$ cat src/rtl/serial_router_pkg.sv
// Shared types and defaults for the serial router.
// Optional parity checking is selected with macro SERIAL_ROUTER_PARITY_EN.
package serial_router_pkg;

  // Receive FSM: waiting for a frame, or collecting frame bits.
  typedef enum logic {IDLE, SHIFT} state_t;

  localparam int DEF_N_PORTS = 4;
  localparam int DEF_DATA_W  = 4;

  // Address width that never collapses to zero bits.
  function automatic int addr_width(input int n_ports);
    return (n_ports <= 2) ? 1 : $clog2(n_ports);
  endfunction

endpackage

$ cat src/rtl/serial_router_port.sv
// One output port: holds the delivered payload and its valid flag until acked.
module serial_router_port #(
  parameter int DATA_W = 4
) (
  input  logic              clk,
  input  logic              rst,
  input  logic              load,
  input  logic [DATA_W-1:0] payload,
  input  logic              ack,
  output logic [DATA_W-1:0] dst,
  output logic              tx_valid,
  output logic              busy
);

  logic [DATA_W-1:0] dst_q, dst_d;
  logic              valid_q, valid_d;

  // A load wins over an ack on the same edge, so valid stays set with new data.
  always_comb begin
    dst_d   = dst_q;
    valid_d = valid_q;
    if (load) begin
      dst_d   = payload;
      valid_d = 1'b1;
    end else if (valid_q && ack) begin
      valid_d = 1'b0;
    end
  end

  // Port state registers.
  always_ff @(posedge clk) begin
    if (rst) begin
      dst_q   <= '0;
      valid_q <= 1'b0;
    end else begin
      dst_q   <= dst_d;
      valid_q <= valid_d;
    end
  end

  // Pending data that is being acked this cycle frees the port.
  assign busy     = valid_q & ~ack;
  assign dst      = dst_q;
  assign tx_valid = valid_q;

endmodule

$ cat src/rtl/serial_router_np.sv
// Bit-serial packet router: address then payload, MSB first, routed to N_PORTS
// holding registers. Define SERIAL_ROUTER_PARITY_EN to add an even-parity bit.
module serial_router_np
  import serial_router_pkg::*;
#(
  parameter int N_PORTS = DEF_N_PORTS,
  parameter int DATA_W  = DEF_DATA_W
) (
  input  logic                           clk,
  input  logic                           rst,
  input  logic                           in,
  input  logic                           rx_valid,
  output logic [N_PORTS-1:0][DATA_W-1:0] dst,
  output logic [N_PORTS-1:0]             tx_valid,
  input  logic [N_PORTS-1:0]             tx_ack,
  output logic                           len_err,
  output logic                           drop_err
`ifdef SERIAL_ROUTER_PARITY_EN
  ,
  output logic                           par_err
`endif
);

  localparam int ADDR_W  = addr_width(N_PORTS);
  localparam int FRAME_W = ADDR_W + DATA_W;
`ifdef SERIAL_ROUTER_PARITY_EN
  localparam int EXP_LEN = FRAME_W + 1;
`else
  localparam int EXP_LEN = FRAME_W;
`endif
  localparam int CNT_MAX = EXP_LEN + 1;
  localparam int CNT_W   = $clog2(CNT_MAX + 1);

  state_t             state_q, state_d;
  logic [EXP_LEN-1:0] sr_q, sr_d;
  logic [CNT_W-1:0]   cnt_q, cnt_d;
  logic               len_err_q, len_err_d;
  logic               drop_err_q, drop_err_d;
`ifdef SERIAL_ROUTER_PARITY_EN
  logic               par_err_q, par_err_d;
`endif

  logic [N_PORTS-1:0] busy, load;
  logic [FRAME_W-1:0] frame_data;
  logic [ADDR_W-1:0]  frame_addr;
  logic [DATA_W-1:0]  frame_payload;
  logic               frame_end, len_ok, par_ok, deliver;

`ifdef SERIAL_ROUTER_PARITY_EN
  assign frame_data = sr_q[EXP_LEN-1:1];
  assign par_ok     = ~(^sr_q);
`else
  assign frame_data = sr_q;
  assign par_ok     = 1'b1;
`endif
  assign frame_addr    = frame_data[FRAME_W-1 -: ADDR_W];
  assign frame_payload = frame_data[DATA_W-1:0];
  assign frame_end     = (state_q == SHIFT) && !rx_valid;
  assign len_ok        = (cnt_q == CNT_W'(EXP_LEN));
  assign deliver       = frame_end && len_ok && par_ok;

  // Next-state logic: shift bits in, saturate the count, classify the frame at its end.
  always_comb begin
    state_d    = state_q;
    sr_d       = sr_q;
    cnt_d      = cnt_q;
    len_err_d  = 1'b0;
    drop_err_d = 1'b0;
`ifdef SERIAL_ROUTER_PARITY_EN
    par_err_d  = frame_end && len_ok && !par_ok;
`endif
    case (state_q)
      IDLE: begin
        if (rx_valid) begin
          sr_d    = {{(EXP_LEN-1){1'b0}}, in};
          cnt_d   = CNT_W'(1);
          state_d = SHIFT;
        end
      end
      SHIFT: begin
        if (rx_valid) begin
          sr_d = {sr_q[EXP_LEN-2:0], in};
          if (cnt_q != CNT_W'(CNT_MAX)) cnt_d = cnt_q + CNT_W'(1);
        end else begin
          len_err_d  = !len_ok;
          drop_err_d = deliver && busy[frame_addr];
          cnt_d      = '0;
          state_d    = IDLE;
        end
      end
      default: state_d = IDLE;
    endcase
  end

  // Receive FSM and registered error pulses.
  always_ff @(posedge clk) begin
    if (rst) begin
      state_q    <= IDLE;
      sr_q       <= '0;
      cnt_q      <= '0;
      len_err_q  <= 1'b0;
      drop_err_q <= 1'b0;
`ifdef SERIAL_ROUTER_PARITY_EN
      par_err_q  <= 1'b0;
`endif
    end else begin
      state_q    <= state_d;
      sr_q       <= sr_d;
      cnt_q      <= cnt_d;
      len_err_q  <= len_err_d;
      drop_err_q <= drop_err_d;
`ifdef SERIAL_ROUTER_PARITY_EN
      par_err_q  <= par_err_d;
`endif
    end
  end

  for (genvar gi = 0; gi < N_PORTS; gi++) begin : g_port
    assign load[gi] = deliver && (frame_addr == ADDR_W'(gi)) && !busy[gi];

    serial_router_port #(.DATA_W(DATA_W)) u_port (
      .clk      (clk),
      .rst      (rst),
      .load     (load[gi]),
      .payload  (frame_payload),
      .ack      (tx_ack[gi]),
      .dst      (dst[gi]),
      .tx_valid (tx_valid[gi]),
      .busy     (busy[gi])
    );
  end

  assign len_err  = len_err_q;
  assign drop_err = drop_err_q;
`ifdef SERIAL_ROUTER_PARITY_EN
  assign par_err  = par_err_q;
`endif

endmodule

$ cat config.mk
export PLATFORM = sky130hd
export DESIGN_NAME = serial_router_np
export DESIGN_NICKNAME = d
export VERILOG_FILES = /design/src/rtl/serial_router_pkg.sv /design/src/rtl/serial_router_port.sv /design/src/rtl/serial_router_np.sv
export SDC_FILE = /design/constraint.sdc
export NUM_CORES = 1
export LEC_CHECK = 0
export ABC_AREA = 1
export CORE_AREA = 2 2 68 70
export CTS_CLUSTER_SIZE = 10
export DETAILED_ROUTE_END_ITERATION = 12
export DIE_AREA = 0 0 70 72
export PLACE_DENSITY_LB_ADDON = 0.3
export SKIP_CTS_REPAIR_TIMING = 1
export SYNTH_ARGS = -nofsm -noshare
export SYNTH_HDL_FRONTEND = slang
export SYNTH_SLANG_ARGS = --single-unit
$ cat constraint.sdc
create_clock -name clk -period 1.3 [get_ports clk]
set_input_delay 0.13 -clock clk [delete_from_list [all_inputs] [get_ports clk]]
set_output_delay 0.13 -clock clk [all_outputs]
set_load 0.01 [all_outputs]
# After elaboration in Yosys (flattened, before gate mapping)
# Cells that the tools add are included.
# W data, S select, Z words.
classes:
  add_sub_neg: 1
  n_lt_le_gt_ge: 1
  eq_ne: 8
  muxes: 18
  bitwise: 9
  reduce_logical: 29
op_table:
  columns: ["cell", "n"]
  rows:
  - ["$logic_and A1 B1 Y1", 15]
  - ["$mux W6", 2]
  - ["$pmux W6 S2", 1]
  - ["$mux W1", 10]
  - ["$mux W3", 3]
  - ["$reduce_bool A2 Y1", 4]
  - ["$logic_not A1 Y1", 6]
  - ["$pmux W3 S2", 1]
  - ["$not A1 Y1", 5]
  - ["$and A1 B1 Y1", 4]
  - ["$eq A2 B2 Y1 const B", 2]
  - ["$ne A2 B2 Y1 const B", 2]
  - ["$reduce_and A2 Y1", 2]
  - ["$add A3 B1 Y3 const B", 1]
  - ["$eq A3 B3 Y1 const B", 1]
  - ["$lt A2 B3 Y1 const B", 1]
  - ["$ne A3 B2 Y1 const B", 1]
  - ["$ne A3 B3 Y1 const B", 1]
  - ["$reduce_or A3 Y1", 1]
  - ["$bmux W1 S2", 1]
  - ["$eq A2 B1 Y1 const B", 1]
  - ["$logic_not A2 Y1", 1]
totals:
  reg_bits: 32
  in_bits: 8
  wordCells: 79

# Depth between registers and ports, before layout
# Gate-level depths: netlist (run 1).
depth:
  ltp_word: 6
  depth_mapped: 8

# Hierarchy
# From an unflattened synthesis (run 1), not the netlist that was laid out.
hier_totals:
  hier_cells: 170
  area_unflattened_um2: 1292.5
modules_own_cells:
  columns: ["mod", "instances", "cells_per_inst", "area_per_inst_um2", "seq_area_each_um2"]
  rows:
  - ["serial_router_port", 4, 23, 177.7, 100.1]
  - ["serial_router_np", 1, 78, 581.8, 240.2]

# Least setup slack after synthesis (run 1)
# Ideal clock, no wire load.
synth_path:
  path_type: "register to register"
  start: "register cnt_q[0]"
  end: "register g_port[3].u_port.dst_q[0]"
  setup_time_ns: 0.113
  arrival_ns: 1.107
  required_time_ns: 1.187
  path_slack_ns: 0.080
  stages_incl_launch_ff: 9
  n_path_buf: 1
  synth_period_minus_slack_ns: 1.220
  cell_sequence: "dfxtp_1 > inv_1 > ha_1 > nand2_2 > nor2_8 > buf_8 > nand3_1 > nand2_1 > nor2_1"
synth_via:
  elab_chain_cells: 4
synth_rtl:
  columns: ["item", "line_no", "rtl"]
  rows:
  - ["from (decl)", "serial_router_np.sv:36", "logic [CNT_W-1:0] cnt_q, cnt_d;"]
  - ["from (signal assigned)", "serial_router_np.sv:109", "cnt_q <= cnt_d;"]
  - ["$eq A3 B3 Y1", "serial_router_np.sv:59", "assign len_ok = (cnt_q == CNT_W'(EXP_LEN));"]
  - ["$logic_and A1 B1 Y1", "serial_router_np.sv:60", "assign deliver = frame_end && len_ok && par_ok;"]
  - ["$logic_and A1 B1 Y1 (2 in a row)", "serial_router_np.sv:119", "assign load[gi] = deliver && (frame_addr == ADDR_W'(gi)) && !busy[gi];"]
  - ["to (signal assigned)", "serial_router_port.sv:36", "dst_q <= dst_d;"]
  - ["to (decl)", "serial_router_port.sv:15", "logic [DATA_W-1:0] dst_q, dst_d;"]
# No other way between the ends.
# A chain may end at the register's enable or synchronous reset.

# Worst setup path after layout (run 1)
layout_path:
  start: "register cnt_q[0]"
  end: "register cnt_q[2]"
layout_via:
  elab_chain_cells: 4
  word_cells_on_any_way: 7
layout_rtl:
  columns: ["item", "line_no", "rtl"]
  rows:
  - ["$add A3 B1 Y3", "serial_router_np.sv:83", "if (cnt_q != CNT_W'(CNT_MAX)) cnt_d = cnt_q + CNT_W'(1);"]
  - ["$mux W3", "serial_router_np.sv:83", null]
  - ["$mux W3", "serial_router_np.sv:81", "if (rx_valid) begin"]
  - ["$pmux W3 S2", "serial_router_np.sv:72", "case (state_q)"]
# Parallel ways exist; a longest one is shown, timed or not. The select of a mux whose other input is x is not followed.

==> summary by stage, run 1 <==
Floorplan
The total I/O pin count is 30. The core outline area is 4260 sq um. The number of placement rows is 24. The total die area is 5040 sq um. The floorplan step set the die height to 72 um.

The die is 70 um wide. The initial cell density of the core is 34.4%.

Global routing
The overall fraction of global-route tracks in use is 12.9%. The via count of the first global-routing pass is 1149. Entering global routing, the biggest net connects 18 pins. The total global routing overflow is 0. The first global-routing pass estimated 5070 um of wire. The initial antenna violation count is 0.

Timing
Setup repair after global routing left no endpoint under its margin. The final period utilization is 95.4%. The total count of hold-check failures in the final report came to 0. The total negative slack for setup checks is 0 ns. For the pin with the worst max-slew slack, the measured transition is 0.469 ns. The final setup violation count is 0. In this run the tightest slew margin relative to its limit is 68.6%. The smallest setup slack after layout is 0.0600 ns. The count of pins over their slew limit is 0. The maximum frequency from static timing analysis is 0.806 GHz. The worst clock skew is 0.00395 ns.

For the finished layout, the period the worst path requires is 1.24 ns.

Worst setup path
The sort of element at the end of the critical path is a register. The critical path data required time is 1.51 ns. STA classifies the critical path startpoint as a register. Together, buffers and inverters on the worst path number 1.

For this run, the slowest stage of the critical path takes 0.33 ns. The worst endpoint data arrival time is 1.45 ns. The critical-path maximum fanout is 3.

In this design, the largest share of critical-path delay is due to adder cells. The type of the setup path with the least slack is reg -> reg. Traced cell by cell, the critical path runs through buf_4 -> ha_1 -> ha_2 -> nand3_1 -> a21oi_1. The slowest stage cell on the critical path is sky130_fd_sc_hd__dfxtp_2.

Detailed routing
The routed layout has 1306 vias. The first routing iteration left 59 violations. The first-pass detailed-route iteration total is 4.

The aggregate routed wire length is 3070 um. The DRC violation count after routing is 0. Once detail routing completed, the nets flagged for antenna violations numbered 0. After detailed routing, the average wire length per cell comes to 10.7 um. Using the TritonRoute via totals, the vias-per-cell ratio works out to 4.55.

Pwr
The static power due to leakage is 1.17 nW. The maximum vdd drop is 0.494 mV. The power per standard cell area is 914 nW/um^2.

CTS
The clock passes through at most 2 buffers. The CTS sink count is 32. Clock-pin slew was measured on the worst setup and hold paths at 0.06 ns. The clock tree root buffer cell is sky130_fd_sc_hd__clkbuf_8. The clock latency reported for the late side of the worst-skew pair is 0.28 ns. The number of buffers inserted during clock tree synthesis is 5.

TritonCTS built the clock tree. The H-tree generated during clock tree synthesis spans 2 levels.

Synthesis
In the post-synthesis netlist, the cell with the most instances is sky130_fd_sc_hd__nand2_1. By count the netlist is led by 40 x sky130_fd_sc_hd__nand2_1, 34 x sky130_fd_sc_hd__nor2_1, 32 x sky130_fd_sc_hd__dfxtp_1, 22 x sky130_fd_sc_hd__nand3_1, 19 x sky130_fd_sc_hd__a21oi_1. After synthesis, the largest area contributor takes up 43.7% of total cell area. Counting distinct cell types in the post-synthesis netlist gives 22. Synthesis inferred 32 register bits.

The number of warning messages in the yosys log is 0. The synthesized design contains 0 enable-type register cells. The net count after synthesis is 206. Averaged over all synthesized cells, the footprint is 7.51 sq um.

The sequential fraction of the synthesis area is 43.7%. By area the synthesized netlist is led by sky130_fd_sc_hd__dfxtp_1 44%, sky130_fd_sc_hd__nand2_1 10%, sky130_fd_sc_hd__nor2_1 8.7%. The synthesized netlist occupies a cell area of 1470 sq um. The dominant synthesized flop cell is sky130_fd_sc_hd__dfxtp_1. The cell accounting for the most synthesized area is sky130_fd_sc_hd__dfxtp_1. The share of synthesized flip-flops with an asynchronous set or reset is 0%.

The cell count after synthesis is 195.

Placed design
The setup slack after placement is -0.0572 ns. Detailed placement finished with a half-perimeter wire length of 2230 um. The number of port buffers is 29. The global placer's final weighted congestion is 0.855. Including well taps, the total number of placed cells is 278.

Finish
The net count of the finished layout is 245. The post-route netlist has 17.0% of its cells at a drive strength greater than 1. The filler cell count is 444.

The area growth from synthesis to layout is 41.2%. The multi-input combinational cells in the finished layout cover a total of 711 sq um. The footprint of the flip-flops and latches is 644 sq um. The share of the core filled with cells is 48.5%. The number of antenna diodes in the final layout is 0. The final standard cell count with taps included and fillers excluded is 287.

Status
The flow ran to the end, and the final reports show no timing, DRC or antenna violations.

Run
The tool flagged a number of max-cap violations equal to 0.

Min path
The tightest min-delay check is of the reg -> reg type.
-- layer usage --
layer	routed length, um	up-vias	global-route usage, %
met3	174	4	4.72
met5	0	-	0
met4	29	0	5.77
li1	-	690	-
met1	1490	583	16.5
met2	1380	29	19.5
-- metrics by stage --
step | power (mW) | instance area (sq um) | hold slack, ns
2_1_floorplan | 1.07 | 1470 | 0.267
3_3_place_gp | 1.12 | 1870 | 0.457
3_5_place_dp | 1.12 | 1870 | 0.461
4_1_cts | 1.91 | 1960 | 0.467
5_1_grt | 1.98 | 2070 | 0.484
6_report | 1.89 | 2070 | 0.464
-- final timing paths --
kind                                                  from                          to  slack, ns  cells after the start
worst max register to register       cnt_q[0]$_SDFFE_PP0P_       cnt_q[2]$_SDFFE_PP0P_       0.06                      5
worst min register to register  frame_data[0]$_SDFFE_PP0P_  frame_data[1]$_SDFFE_PP0P_       0.46                      2
worst max-delay path                 cnt_q[0]$_SDFFE_PP0P_       cnt_q[2]$_SDFFE_PP0P_       0.06                      5
worst min-delay path            frame_data[0]$_SDFFE_PP0P_  frame_data[1]$_SDFFE_PP0P_       0.46                      2
-- cell usage in the layout, fill, tap and decap left out --
master and instances:
sky130_fd_sc_hd__o21ai_0 2, sky130_fd_sc_hd__nand4_1 2, sky130_fd_sc_hd__nand2_1 38, sky130_fd_sc_hd__a21oi_1 17, sky130_fd_sc_hd__inv_2 1, sky130_fd_sc_hd__nand3_1 22
sky130_fd_sc_hd__clkbuf_8 6, sky130_fd_sc_hd__dfxtp_2 3, sky130_fd_sc_hd__nand2_4 2, sky130_fd_sc_hd__ha_2 1, sky130_fd_sc_hd__a21oi_2 5, sky130_fd_sc_hd__nand3b_1 1
sky130_fd_sc_hd__buf_12 3, sky130_fd_sc_hd__clkbuf_1 2, sky130_fd_sc_hd__inv_4 1, sky130_fd_sc_hd__clkdlybuf4s50_1 9, sky130_fd_sc_hd__dfxtp_1 29, sky130_fd_sc_hd__buf_4 8
sky130_fd_sc_hd__nor2_2 1, sky130_fd_sc_hd__ha_1 1, sky130_fd_sc_hd__clkbuf_16 1, sky130_fd_sc_hd__dlymetal6s2s_1 20, sky130_fd_sc_hd__nand2_2 4, sky130_fd_sc_hd__nor2_8 3
sky130_fd_sc_hd__ha_4 1, sky130_fd_sc_hd__clkinv_1 2, sky130_fd_sc_hd__nor2_1 34, sky130_fd_sc_hd__inv_1 15, sky130_fd_sc_hd__nor3_1 1
-- worst reg2reg max path, stage by stage (launching register included) --
cell                      delay (ns)
sky130_fd_sc_hd__dfxtp_2        0.33
sky130_fd_sc_hd__buf_4          0.13
sky130_fd_sc_hd__ha_1           0.19
sky130_fd_sc_hd__ha_2           0.31
sky130_fd_sc_hd__nand3_1        0.07
sky130_fd_sc_hd__a21oi_1        0.14
-- cell families (layout without fill, tap and decap cells) --
| kind of cell | after synthesis | in the layout | synth area share (%) |
|---|---|---|---|
| DFF | 32 | 32 | 43.7 |
| AOI/OAI and AO/OA | 24 | 24 | 8.97 |
| and+or+nand+nor | 108 | 108 | 34.8 |
| buffers and inverters | 28 | 68 | 9.99 |
| adders and majority gates | 3 | 3 | 2.56 |
-- power by group --
| group | leakage, nW | internal, mW | switching (mW) |
|---|---|---|---|
| logic | 0.863 | 0.0536 | 0.0568 |
| registers | 0.260 | 0.989 | 0.00762 |
| clock network | 0.0455 | 0.431 | 0.354 |
| total | 1.17 | 1.47 | 0.418 |
-- sequential cells by signal, indices dropped and copies added, names as in the netlist --
name                    flops
cnt_q                       3
len_err                     1
state_q                     1
g_port.u_port.tx_valid      4
frame_data                  6
g_port.u_port.dst          16
drop_err                    1
-- cell type report --
| type | instances | area share (%) |
|---|---|---|
| Clock buffer | 8 | 4.35 |
| Inverter | 19 | 3.57 |
| Multi-Input combinational cell | 135 | 34.3 |
| Sequential cell | 32 | 31.1 |
| Tap cell | 52 | 3.14 |
| Timing Repair Buffer | 41 | 23.5 |
Power figures use the tool's default switching activity.
==> run 2, diff against run 1 <==
--- a/config.mk
+++ b/config.mk
@@ -11,6 +11,7 @@
 export DETAILED_ROUTE_END_ITERATION = 12
 export DIE_AREA = 0 0 70 72
 export PLACE_DENSITY_LB_ADDON = 0.3
+export REMOVE_ABC_BUFFERS = 1
 export SKIP_CTS_REPAIR_TIMING = 1
 export SYNTH_ARGS = -nofsm -noshare
 export SYNTH_HDL_FRONTEND = slang
==> summary by stage, run 2 (same netlist as run 1, synthesis figures left out) <==
Pwr
The share of total power in the clock network is 45.7% (+4.2 points). The internal power summed over all cells is 1.61 mW (+9.4%). The power dissipated by switching net loads came to 0.430 mW (+2.9%).

The sequential power share is 48.7% (-4.0 points). The power per standard cell area is 998 nW/um^2 (+9.1%). The maximum vdd drop came to 0.770 mV (+56%).

The static power due to leakage came to 1.17 nW (about the same). The proportion of power drawn by combinational gates was 5.6% (-0.2 points). The net switching share of the total power is 21.1% (-1.0 points).

CTS
The CTS tree is yes. The number of buffers inserted during clock tree synthesis is 5 (unchanged). The worst-case clock buffer depth was 2 (unchanged). The CTS sink count is 32 (unchanged).

The total number of H-tree levels is 2 (unchanged). The clock latency reported for the late side of the worst-skew pair is 0.28 ns (about the same). The post-CTS clock slew at the launch and capture registers of the worst setup and hold paths is 0.07 ns (about the same). The clock tree root buffer cell is sky130_fd_sc_hd__clkbuf_8.

Worst setup path
In this run the worst setup path terminates at len_err. The capture instance of the worst register-to-register path is g_port[3].u_port.dst[3]$_SDFFE_PP0P_. For this design, the slowest cell found on the critical path is sky130_fd_sc_hd__clkdlybuf4s50_1.

The path depth of the worst reg2reg path is 8 (+3). The total stage count of the critical path is 1 (-4). The type of the setup path with the least slack is reg -> out. The worst-case register-to-register setup slack is 0.08 ns (+0.02 ns). The reg-to-reg startpoint is cnt_q[0]$_SDFFE_PP0P_. The critical path startpoint category is a register. The worst endpoint data arrival time is 1.14 ns (-0.31 ns).

The worst setup path startpoint is len_err$_SDFF_PP0_. The highest cell delay on the worst timing path was 0.53 ns (+0.20 ns). The critical path buffer and inverter count is 1 (unchanged). The signal on the critical path passes through clkdlybuf4s50_1.

Grouping stages by cell kind, the critical path spends the most delay in buffers and inverters. The critical-path maximum fanout is 1 (-2). The worst setup path is captured at an output pin. The critical path data required time was 1.17 ns (-0.34 ns).

Floorplan
The number of placement rows is 24 (unchanged). The die boundary width is 70 um (unchanged). The core outline area was 4260 sq um (unchanged). The total I/O pin count was 30 (unchanged). The initial cell density of the core came to 34.4% (unchanged). The vertical die dimension is 72 um (unchanged). The total die area is 5040 sq um (unchanged).

Global routing
The initial antenna violation count is 0 (unchanged). The maximum number of pins on one net before global-route repair is 26 (+8). The wire length of the first global-routing pass was 5510 um (+8.6%). The total global routing overflow is 0 (unchanged). The overall fraction of global-route tracks in use was 13.8% (+0.92 points).

The via count of the first global-routing pass is 1288 (+12%).

Placed design
The number of port buffers is 29 (unchanged). The estimated wirelength of the detail-placed design came to 2280 um (+1.9%). The global placer's final weighted congestion came to 0.796 (-6.9%). The setup slack after placement is -0.0476 ns (+0.00959 ns).

Finish
The net count of the finished layout is 244 (-0.41%). The layout cell share with drive strength beyond 1 was 15.4% (-1.6 points). The flip-flop count of the largest register, all copies and words added is 16 (unchanged). The number of antenna repair diodes came to 0 (unchanged). The most common library cell in the layout ignoring fill and taps is sky130_fd_sc_hd__nand2_1. The layout-stage area growth over the synthesis result is 39.7%. The library cells used most frequently in the layout, excluding fill and tap cells, are 38 x sky130_fd_sc_hd__nand2_1, 34 x sky130_fd_sc_hd__nor2_1, 31 x sky130_fd_sc_hd__dfxtp_1.

Status
The run finished with clean final reports.

Min path
In this run the most critical hold path is launched from frame_data[0]$_SDFFE_PP0P_. The type of the worst min-delay path is reg -> reg.

Timing
The final period utilization is 97.8% (+2.4 points). The worst clock skew is 0.00644 ns (+0.00249 ns). The worst slew margin relative to its limit came to 70.9% (+2.2 points). The transition at the pin with the smallest max-transition slack came to 0.435 ns (-0.0333 ns). The maximum frequency from static timing analysis is 0.786 GHz (-2.5%). The minimum clock period is 1.27 ns (+0.0317 ns). The final setup violation count is 0 (unchanged). Setup repair after global routing could not meet its margin everywhere. The worst hold slack across all endpoints is 0.463 ns (-0.000745 ns). The smallest setup slack after layout is 0.0283 ns (-0.0317 ns). The count of pins over their slew limit is 0 (unchanged).

The total count of hold-check failures in the final report is 0 (unchanged).

Detailed routing
The routed length per placed instance came to 11.1 um (+3.8%). The antenna violation net count after detailed routing was 0 (unchanged). The via total after detailed routing came to 1321 (+1.1%).

The DRC violation count after routing came to 0 (unchanged). The detailed router's first-iteration violation count is 35 (-41%). The aggregate routed wire length is 3180 um (+3.4%). The number of vias per cell is 4.62 (+1.5%). The first-pass detailed-route iteration total was 4 (unchanged).

Run
The max-cap check violation count came to 0 (unchanged).
## run 2: changes by cell type in the layout (fill, tap and decap cells not counted), sizes merged
cell	before	now
clkbuf	9	7
bufinv	0	1
buf	11	10
clkinv	2	3
## run 2: worst min-delay path, delay by kind of cell, from the launching register on
kind / cells / cell delay [ns]
flops: 1 / 0.31
compound gates: 1 / 0.05
simple gates: 1 / 0.06
## run 2: stage by stage
| step | setup TNS, ns | cell area [sq um] | std cells | power, mW | util (%) |
|---|---|---|---|---|---|
| after floorplan | 0 | 1390 | 186 | 1.06 | - |
| after global placement | -0.282 | 1850 | 277 | 1.13 | 43.3 |
| after detailed placement | -0.554 | 1850 | 277 | 1.13 | 43.3 |
| after CTS | -0.101 | 1960 | 285 | 2.06 | 45.9 |
| after global routing | -0.0611 | 2050 | 286 | 2.11 | 48.0 |
| final | 0 | 2050 | 286 | 2.04 | 48.0 |
## run 2: per-layer routing
metal / global-route usage [%] / part of all wire, % / up-vias
met4: 6.84 / 2.1 / 0
met5: 0 / 0 / -
met3: 4.17 / 5.1 / 7
met2: 23.3 / 49 / 27
met1: 16.0 / 43 / 593
li1: - / - / 694
## run 2: how the worst min path moves through the flow
| stage | to | slack [ns] | cells after the start |
|---|---|---|---|
| 6_report | frame_data[1]$_SDFFE_PP0P_ | 0.46 | 2 |
| 5_1_grt | frame_data[4]$_SDFFE_PP0P_ | 0.48 | 2 |
| 4_1_cts | frame_data[1]$_SDFFE_PP0P_ | 0.47 | 2 |
| 3_5_place_dp | frame_data[1]$_SDFFE_PP0P_ | 0.46 | 2 |
| 3_3_place_gp | frame_data[1]$_SDFFE_PP0P_ | 0.46 | 2 |
| 2_1_floorplan | g_port[0].u_port.tx_valid$_SDFFE_PP0P_ | 0.19 | 1 |
## run 2: power groups by stage
stage / logic [mW] / clock network [mW] / registers (mW)
floorplan: 0.0437 / 0 / 1.02
global placement: 0.112 / 0 / 1.02
detailed placement: 0.112 / 0 / 1.02
CTS: 0.114 / 0.950 / 0.994
global route: 0.126 / 0.988 / 0.995
finish: 0.114 / 0.933 / 0.995
## run 2: cell type report
class / instances / area [sq um]
clock buffer: 6 / 72.6
clock inverter: 2 / 35.0
tap: 52 / 65.1
inverter: 19 / 73.8
sequential: 32 / 642
timing repair buffer: 40 / 465
multi-input combinational: 135 / 693
fill: 428 / 2220
==> run 3, diff against run 2 <==
--- a/config.mk
+++ b/config.mk
@@ -7,6 +7,7 @@
 export LEC_CHECK = 0
 export ABC_AREA = 1
 export CORE_AREA = 2 2 68 70
+export CTS_CLUSTER_DIAMETER = 40
 export CTS_CLUSTER_SIZE = 10
 export DETAILED_ROUTE_END_ITERATION = 12
 export DIE_AREA = 0 0 70 72
==> results of run 3 <==
Same layout as run 2: the final DEF is identical, and so are final timing and power.
